[src/rtl/video_source_scheduler.sv]
// Shares one video output between four pixel sources. Source changes happen only
// at frame ends, and black frames can be inserted between sources.
module video_source_scheduler #(
    parameter int H_ACTIVE     = 800,
    parameter int V_ACTIVE     = 600,
    parameter int DWELL_FRAMES = 60,
    parameter int BLACK_FRAMES = 1
) (
    input  logic        Clock,
    input  logic        Reset,
    input  logic        VideoReady,
    input  logic [23:0] Src0Video,
    input  logic [23:0] Src1Video,
    input  logic [23:0] Src2Video,
    input  logic [23:0] Src3Video,
    output logic [3:0]  SrcReady,
    output logic [23:0] video,
    input  logic        AutoCycle,
    input  logic        SelValid,
    input  logic [1:0]  SelIndex,
    output logic        SelBusy,
    output logic [1:0]  CurrentSel,
    output logic        FrameDone,
    output logic [15:0] FrameCount
);
    localparam int XW = (H_ACTIVE > 1) ? $clog2(H_ACTIVE) : 1;
    localparam int YW = (V_ACTIVE > 1) ? $clog2(V_ACTIVE) : 1;
    localparam int DW = (DWELL_FRAMES > 1) ? $clog2(DWELL_FRAMES) : 1;
    localparam int BW = (BLACK_FRAMES > 1) ? $clog2(BLACK_FRAMES) : 1;

    localparam logic [XW-1:0] X_LAST     = XW'(H_ACTIVE - 1);
    localparam logic [YW-1:0] Y_LAST     = YW'(V_ACTIVE - 1);
    localparam logic [DW-1:0] DWELL_LAST = DW'(DWELL_FRAMES - 1);
    localparam logic [BW-1:0] BLACK_LAST = BW'((BLACK_FRAMES > 0) ? BLACK_FRAMES - 1 : 0);

    typedef enum logic [1:0] {
        ST_ACTIVE  = 2'd0,
        ST_PENDING = 2'd1,
        ST_BLANK   = 2'd2
    } state_t;

    state_t        state, state_n;
    logic [XW-1:0] x;
    logic [YW-1:0] y;
    logic [DW-1:0] dwell_cnt, dwell_n;
    logic [BW-1:0] black_cnt, black_n;
    logic [1:0]    target, target_n, sel_n;
    logic          frame_end;
    logic          switch_now;
    logic [23:0]   src_pix;

    assign frame_end = VideoReady && (x == X_LAST) && (y == Y_LAST);

    always_comb begin
        case (CurrentSel)
            2'd0:    src_pix = Src0Video;
            2'd1:    src_pix = Src1Video;
            2'd2:    src_pix = Src2Video;
            default: src_pix = Src3Video;
        endcase
    end

    // Blanking starves every source so all of them stay frame-aligned.
    assign video    = (state == ST_BLANK) ? 24'h000000 : src_pix;
    assign SrcReady = (state == ST_BLANK) ? 4'b0000 : ({3'b000, VideoReady} << CurrentSel);
    assign SelBusy  = (state != ST_ACTIVE);

    always_comb begin
        state_n    = state;
        target_n   = target;
        sel_n      = CurrentSel;
        dwell_n    = dwell_cnt;
        black_n    = black_cnt;
        switch_now = 1'b0;
        case (state)
            ST_ACTIVE: begin
                if (SelValid && (SelIndex != CurrentSel)) begin
                    target_n   = SelIndex;
                    state_n    = ST_PENDING;
                    switch_now = frame_end;
                end else if (AutoCycle && frame_end && (dwell_cnt == DWELL_LAST)) begin
                    target_n   = CurrentSel + 2'd1;
                    state_n    = ST_PENDING;
                    switch_now = 1'b1;
                end else if (!AutoCycle) begin
                    dwell_n = '0;
                end else if (frame_end) begin
                    dwell_n = dwell_cnt + DW'(1);
                end
            end
            ST_PENDING: begin
                if (SelValid && (SelIndex == CurrentSel)) begin
                    state_n = ST_ACTIVE;
                    dwell_n = '0;
                end else begin
                    if (SelValid) target_n = SelIndex;
                    switch_now = frame_end;
                end
            end
            ST_BLANK: begin
                if (SelValid) target_n = SelIndex;
                if (frame_end) begin
                    black_n = black_cnt + BW'(1);
                    if (black_cnt == BLACK_LAST) begin
                        sel_n   = target_n;
                        state_n = ST_ACTIVE;
                        dwell_n = '0;
                    end
                end
            end
            default: state_n = ST_ACTIVE;
        endcase
        // A switch taken at a frame end either hands over directly or starts blanking.
        if (switch_now) begin
            dwell_n = '0;
            black_n = '0;
            if (BLACK_FRAMES == 0) begin
                sel_n   = target_n;
                state_n = ST_ACTIVE;
            end else begin
                state_n = ST_BLANK;
            end
        end
    end

    always_ff @(posedge Clock) begin
        if (Reset) begin
            state      <= ST_ACTIVE;
            CurrentSel <= '0;
            target     <= '0;
            x          <= '0;
            y          <= '0;
            dwell_cnt  <= '0;
            black_cnt  <= '0;
            FrameDone  <= 1'b0;
            FrameCount <= '0;
        end else begin
            state      <= state_n;
            CurrentSel <= sel_n;
            target     <= target_n;
            dwell_cnt  <= dwell_n;
            black_cnt  <= black_n;
            FrameDone  <= frame_end;
            if (frame_end) FrameCount <= FrameCount + 16'd1;
            if (VideoReady) begin
                if (x == X_LAST) begin
                    x <= '0;
                    y <= (y == Y_LAST) ? '0 : y + YW'(1);
                end else begin
                    x <= x + XW'(1);
                end
            end
        end
    end
endmodule

[config.mk]
export PLATFORM = sky130hd
export DESIGN_NAME = video_source_scheduler
export DESIGN_NICKNAME = d
export VERILOG_FILES = /design/src/rtl/video_source_scheduler.sv
export SDC_FILE = /design/constraint.sdc
export NUM_CORES = 1
export LEC_CHECK = 0
export ABC_AREA = 1
export CORE_UTILIZATION = 41
export CTS_CLUSTER_DIAMETER = 50
export DETAILED_ROUTE_END_ITERATION = 10
export PLACE_DENSITY_LB_ADDON = 0.15
export SLEW_MARGIN = 20
export SYNTH_ARGS = -nofsm -noshare
export SYNTH_HDL_FRONTEND = slang
export SYNTH_SLANG_ARGS = --single-unit
export TNS_END_PERCENT = 50
[constraint.sdc]
create_clock -name Clock -period 3.36 [get_ports Clock]
set_clock_uncertainty 0.05 [all_clocks]
set_input_delay 0.672 -clock Clock [delete_from_list [all_inputs] [get_ports Clock]]
set_output_delay 0.672 -clock Clock [all_outputs]
set_load 0.005 [all_outputs]
**Yosys cells after proc, flatten, opt, wreduce, memory -nomap -nowiden**

Cells that the tools add are included.

- Flip-flop bits (word level): 50
- Input port bits: 103
- Word-level logic and storage cells: 86

- Add/subtract/negate cells: 6
- Equal/unequal tests: 21
- Shift operators: 1
- Multiplexer cells: 29
- Bitwise gates (word level): 1
- Reductions and logical operators: 18

Operators by type and width:

| operator | number |
|---|---|
| $pmux 24 s3 | 1 |
| $mux 6 | 7 |
| $mux 24 | 1 |
| $add 10x1->10 const B | 2 |
| $eq 10x10->1 const B | 2 |
| $mux 10 | 2 |
| $mux 2 | 10 |
| $pmux 6 s3 | 1 |
| $add 16x1->16 const B | 1 |
| $ne 3x3->1 const B | 5 |
| $ne 2x2->1 const B | 6 |
| $pmux 2 s3 | 2 |
| $reduce_and 4->1 | 2 |
| $reduce_and 7->1 | 1 |
| $add 6x1->6 const B | 1 |
| $eq 6x6->1 const B | 1 |
| $logic_and 1x1->1 | 6 |
| $reduce_and 3->1 | 2 |
| $eq 2x1->1 const B | 2 |
| $eq 2x2->1 const B | 2 |
| $logic_not 2->1 | 2 |
| $mux 4 | 1 |
| $ne 4x4->1 const B | 1 |
| $reduce_and 2->1 | 2 |
| 11 further kinds | 13 |

**Depth between registers and ports, before layout**

- Depth in word-level cells: 10
- Depth in mapped cells: 12
- Depth with buffers taken out: 11

**Worst setup path before layout**

Ideal clock, no wire load.

- Path kind: register -> output
- Start: register CurrentSel[1]
- End: output port video[10]
- Arrival time: 1.304 ns
- Data required time: 2.638 ns
- Path slack: 1.334 ns
- Stages on the path, launching flop included: 6
- Path buffers: 2
- Cell sequence: dfxtp_1 -> ha_1 -> clkbuf_1 -> clkbuf_1 -> a21oi_1 -> a31oi_1

- Cells in the longest elaborated chain, start to end: 3
- Elaborated cells on any way between the ends: 5

Ends and longest elaborated chain:

| item | line | RTL |
|---|---|---|
| start, declared | 22 | `output logic [1:0] CurrentSel,` |
| start signal, assigned | 139 | `CurrentSel <= sel_n;` |
| $eq 2x2->1 (tied with other cells) | 55 | `case (CurrentSel)` |
| $pmux 24 s3 (*) | 55 |  |
| $mux 24 (*) | 64 | `assign video = (state == ST_BLANK) ? 24'h000000 : src_pix;` |
| end, declared | 17 | `output logic [23:0] video,` |

Mark *: on every way between the ends. The rest lies on a longest branch, timed or not.

**Final worst setup path**

- Start: register CurrentSel[0]
- End: output port video[23]

The elaborated chain is that of the path after synthesis.

==> metrics.yaml <==
pwr:
  max-vdd-ir-drop_v: 0.000279
  power.switching_uw: 338
  powerDensity_mw_per_mm2: 254
  clockPowerShare: 0.273
  sequentialPowerShare: 0.484
  p_total_mw: 1.31
  power.internal_uw: 968
  total_leakage_power_nw: 2.01
  p_comb_frac: 0.243
  sw_frac_of_total: 0.259
setup_path:
  slowest_delay_ns: 0.56
  crit_required_ns: 2.64
  crit_start: "CurrentSel[0]"
  critPathCaptureType: "output port"
  worst-path-buf-inv: 2
  crit_slowest_cell: "clkdlybuf4s50_1"
  critPathArrivalTime_ns: 2.46
  cp_max_fo: 24
  worstSetupPathType: "register to output port"
  crit_chain: "ha_1 > inv_1 > o21ai_0 > a31oi_1 > clkdlybuf4s50_1"
  crit_family: "buffers and inverters"
  cp-start-kind: "register"
  reg2reg_from: "x[0]"
sta:
  setup_ws_ns: 0.174
  maxSlewHeadroom: 0.521
  setup_viol: 0
  min_period_ns: 3.19
  hold_viol: 0
  rsz0062_at_grt: "false"
  whs_ns: 0.439
  fin_tns_setup_ns: 0
  drv_slew: 0
  worst_pin_slew_ns: 0.718
  period_share: 0.948
  fmax_ghz: 0.314
synthesis:
  synth-main-ff-cell: "dfxtp_1"
  seq_area_frac_synth: 0.289
  synthCells: 545
  synth_top_cell_area_share: 0.289
  synth-async-reset-ratio: 0
  synthMostInstantiatedCell: "nand2_1"
  yosys-top-cells-count: "nand2_1, a21oi_1, dfxtp_1"
  syn_area_per_cell_sq_um: 6.36
  yosys_register_bits: 50
  yosysWarnings: 0
  synthTopCellsByArea: "dfxtp_1, nand2_1, a21oi_1, o21ai_0, inv_1"
  syn_nets: 660
  synth-edff-count: 0
  netlist-cell-type-count: 39
  yosysTopAreaCell: "dfxtp_1"
  synth_area_sq_mm: 0.00347
clock_network:
  clk_pin_slew_ns: 0.08
  cts-htree-levels: 2
  clk_latency_ns: 0.30
  cts_tree: "yes"
  clock_path_buffers: 2
  cts_root_buf: "clkbuf_8"
  cts_made_buffers: 5
  numClockSinks: 50
  postCtsSetupBuffers: 0
global_route:
  grt_overflow: 0
  grt_max_degree: 26
  grt_pass1_wl_microns: 18100
  grt_use_total: 0.255
  grt_pass1_vias: 3813
  grt_antenna_before_repair: 0
final_layout:
  layout.cells.non_filler: 795
  final_cell_area_sq_mm: 0.00515
  nets: 804
  multiInputGateArea_sq_mm: 0.00219
  drive_above_1_share: 0.0464
  final_core_util: 0.626
  synthToLayoutAreaGrowth_pct: 48.5
  ff_latch_area_sq_mm: 0.00100
  antenna_cells: 0
  fillers: 767
floorplanning:
  die_h_microns: 93.9
  num_io_pins: 151
  die-area_sq_mm: 0.00882
  initial_core_util: 0.422
  die_x_microns: 93.9
  core_region_area_sq_mm: 0.00822
  num_rows: 33
placement:
  hpwl_microns: 8660
  place_ws_ns: 0.372
  portBuffers: 150
  placed_area_sq_mm: 0.00505
  gp_congestion: 0.911
  dp_cells: 787
detailed_routing:
  via_per_inst: 5.30
  wire_per_inst_microns: 14.4
  ant_nets: 0
  drt_iter0_markers: 270
  route.vias.total: 4211
  drc: 0
  drt_wl_total_microns: 11500
  dr.pass1.iters: 4
run_status:
  status: "finished, final reports clean"
run:
  maxCapViolCount: 0
hold_path:
  hp-start: "target[0]"
  hold_path.class: "register to register"
-- logic make-up (layout without fill, tap and decap cells) --
family / after synthesis / in the layout / synth area share
compound gates: 131 / 131 / 0.205
xor+xnor: 11 / 11 / 0.0278
fa+ha+maj: 12 / 12 / 0.0433
buf+inv: 68 / 213 / 0.0798
flops: 50 / 50 / 0.289
simple gates: 273 / 273 / 0.355
-- routing by layer --
layer / track usage / share of wire / vias up / wire length [microns]
met3: 0.0518 / 0.089 / 24 / 1020
met4: 0.0833 / 0.024 / 0 / 279
met1: 0.319 / 0.43 / 1917 / 4930
met5: 0 / 0 / - / 0
li1: - / - / 2114 / -
met2: 0.435 / 0.46 / 156 / 5240
-- power groups by stage --
stage / clock network (mW) / logic [mW] / registers [mW]
5_1_grt: 0.402 / 0.350 / 0.635
6_report: 0.357 / 0.318 / 0.631
3_5_place_dp: 0 / 0.314 / 0.645
4_1_cts: 0.371 / 0.317 / 0.631
3_3_place_gp: 0 / 0.311 / 0.644
2_1_floorplan: 0 / 0.139 / 0.639
-- final timing paths --
check	to	slack, ns	cells past startpoint
setup / recovery	video[23]	0.17	5
hold / removal	target[0]	0.44	2
hold reg to reg	target[0]	0.44	2
setup reg to reg	FrameCount[11]	1.21	10
-- what timing repair did --
action / in CTS / in global routing
hold buffers: 0 / 0
endpoints found under the setup margin: 1 / 0
resized for setup: 1 / 0
-- cell usage in the layout (no fill, tap or decap), drive strengths merged --
cell,n
ha,12
and2,1
clkdlybuf4s50,150
clkinv,3
xor2,7
buf,6
nor3,20
a31oi,25
nand4,7
o21bai,1
nor2,45
dfxtp,50
inv,46
clkinvlp,1
or2,2
xnor2,4
nand3b,6
nor3b,6
nor4,2
o21a,2
nand2,154
a21boi,1
o211ai,1
a21oi,59
clkbuf,7
o21ai,42
nand3,30
-- flip-flops by register name (all words and copies together), names as in the netlist --
register / count
dwell_cnt: 6
target: 2
CurrentSel: 2
y: 10
x: 10
FrameCount: 16
black_cnt: 1
state: 2
FrameDone: 1
-- area by class of cell --
type | instances | share of cell area
timing repair buffer | 156 | 0.300
tap | 105 | 0.0255
clock inverter | 1 | 0.000972
multi-input combinational | 427 | 0.425
inverter | 49 | 0.0367
sequential | 50 | 0.194
clock buffer | 7 | 0.0168
-- worst min-delay path, delay by kind of cell, from the launching register on --
family	cells	cell delay (ns)
and+or+nand+nor	1	0.07
AOI/OAI and AO/OA	1	0.05
DFF	1	0.33
Power figures use the tool's default switching activity.
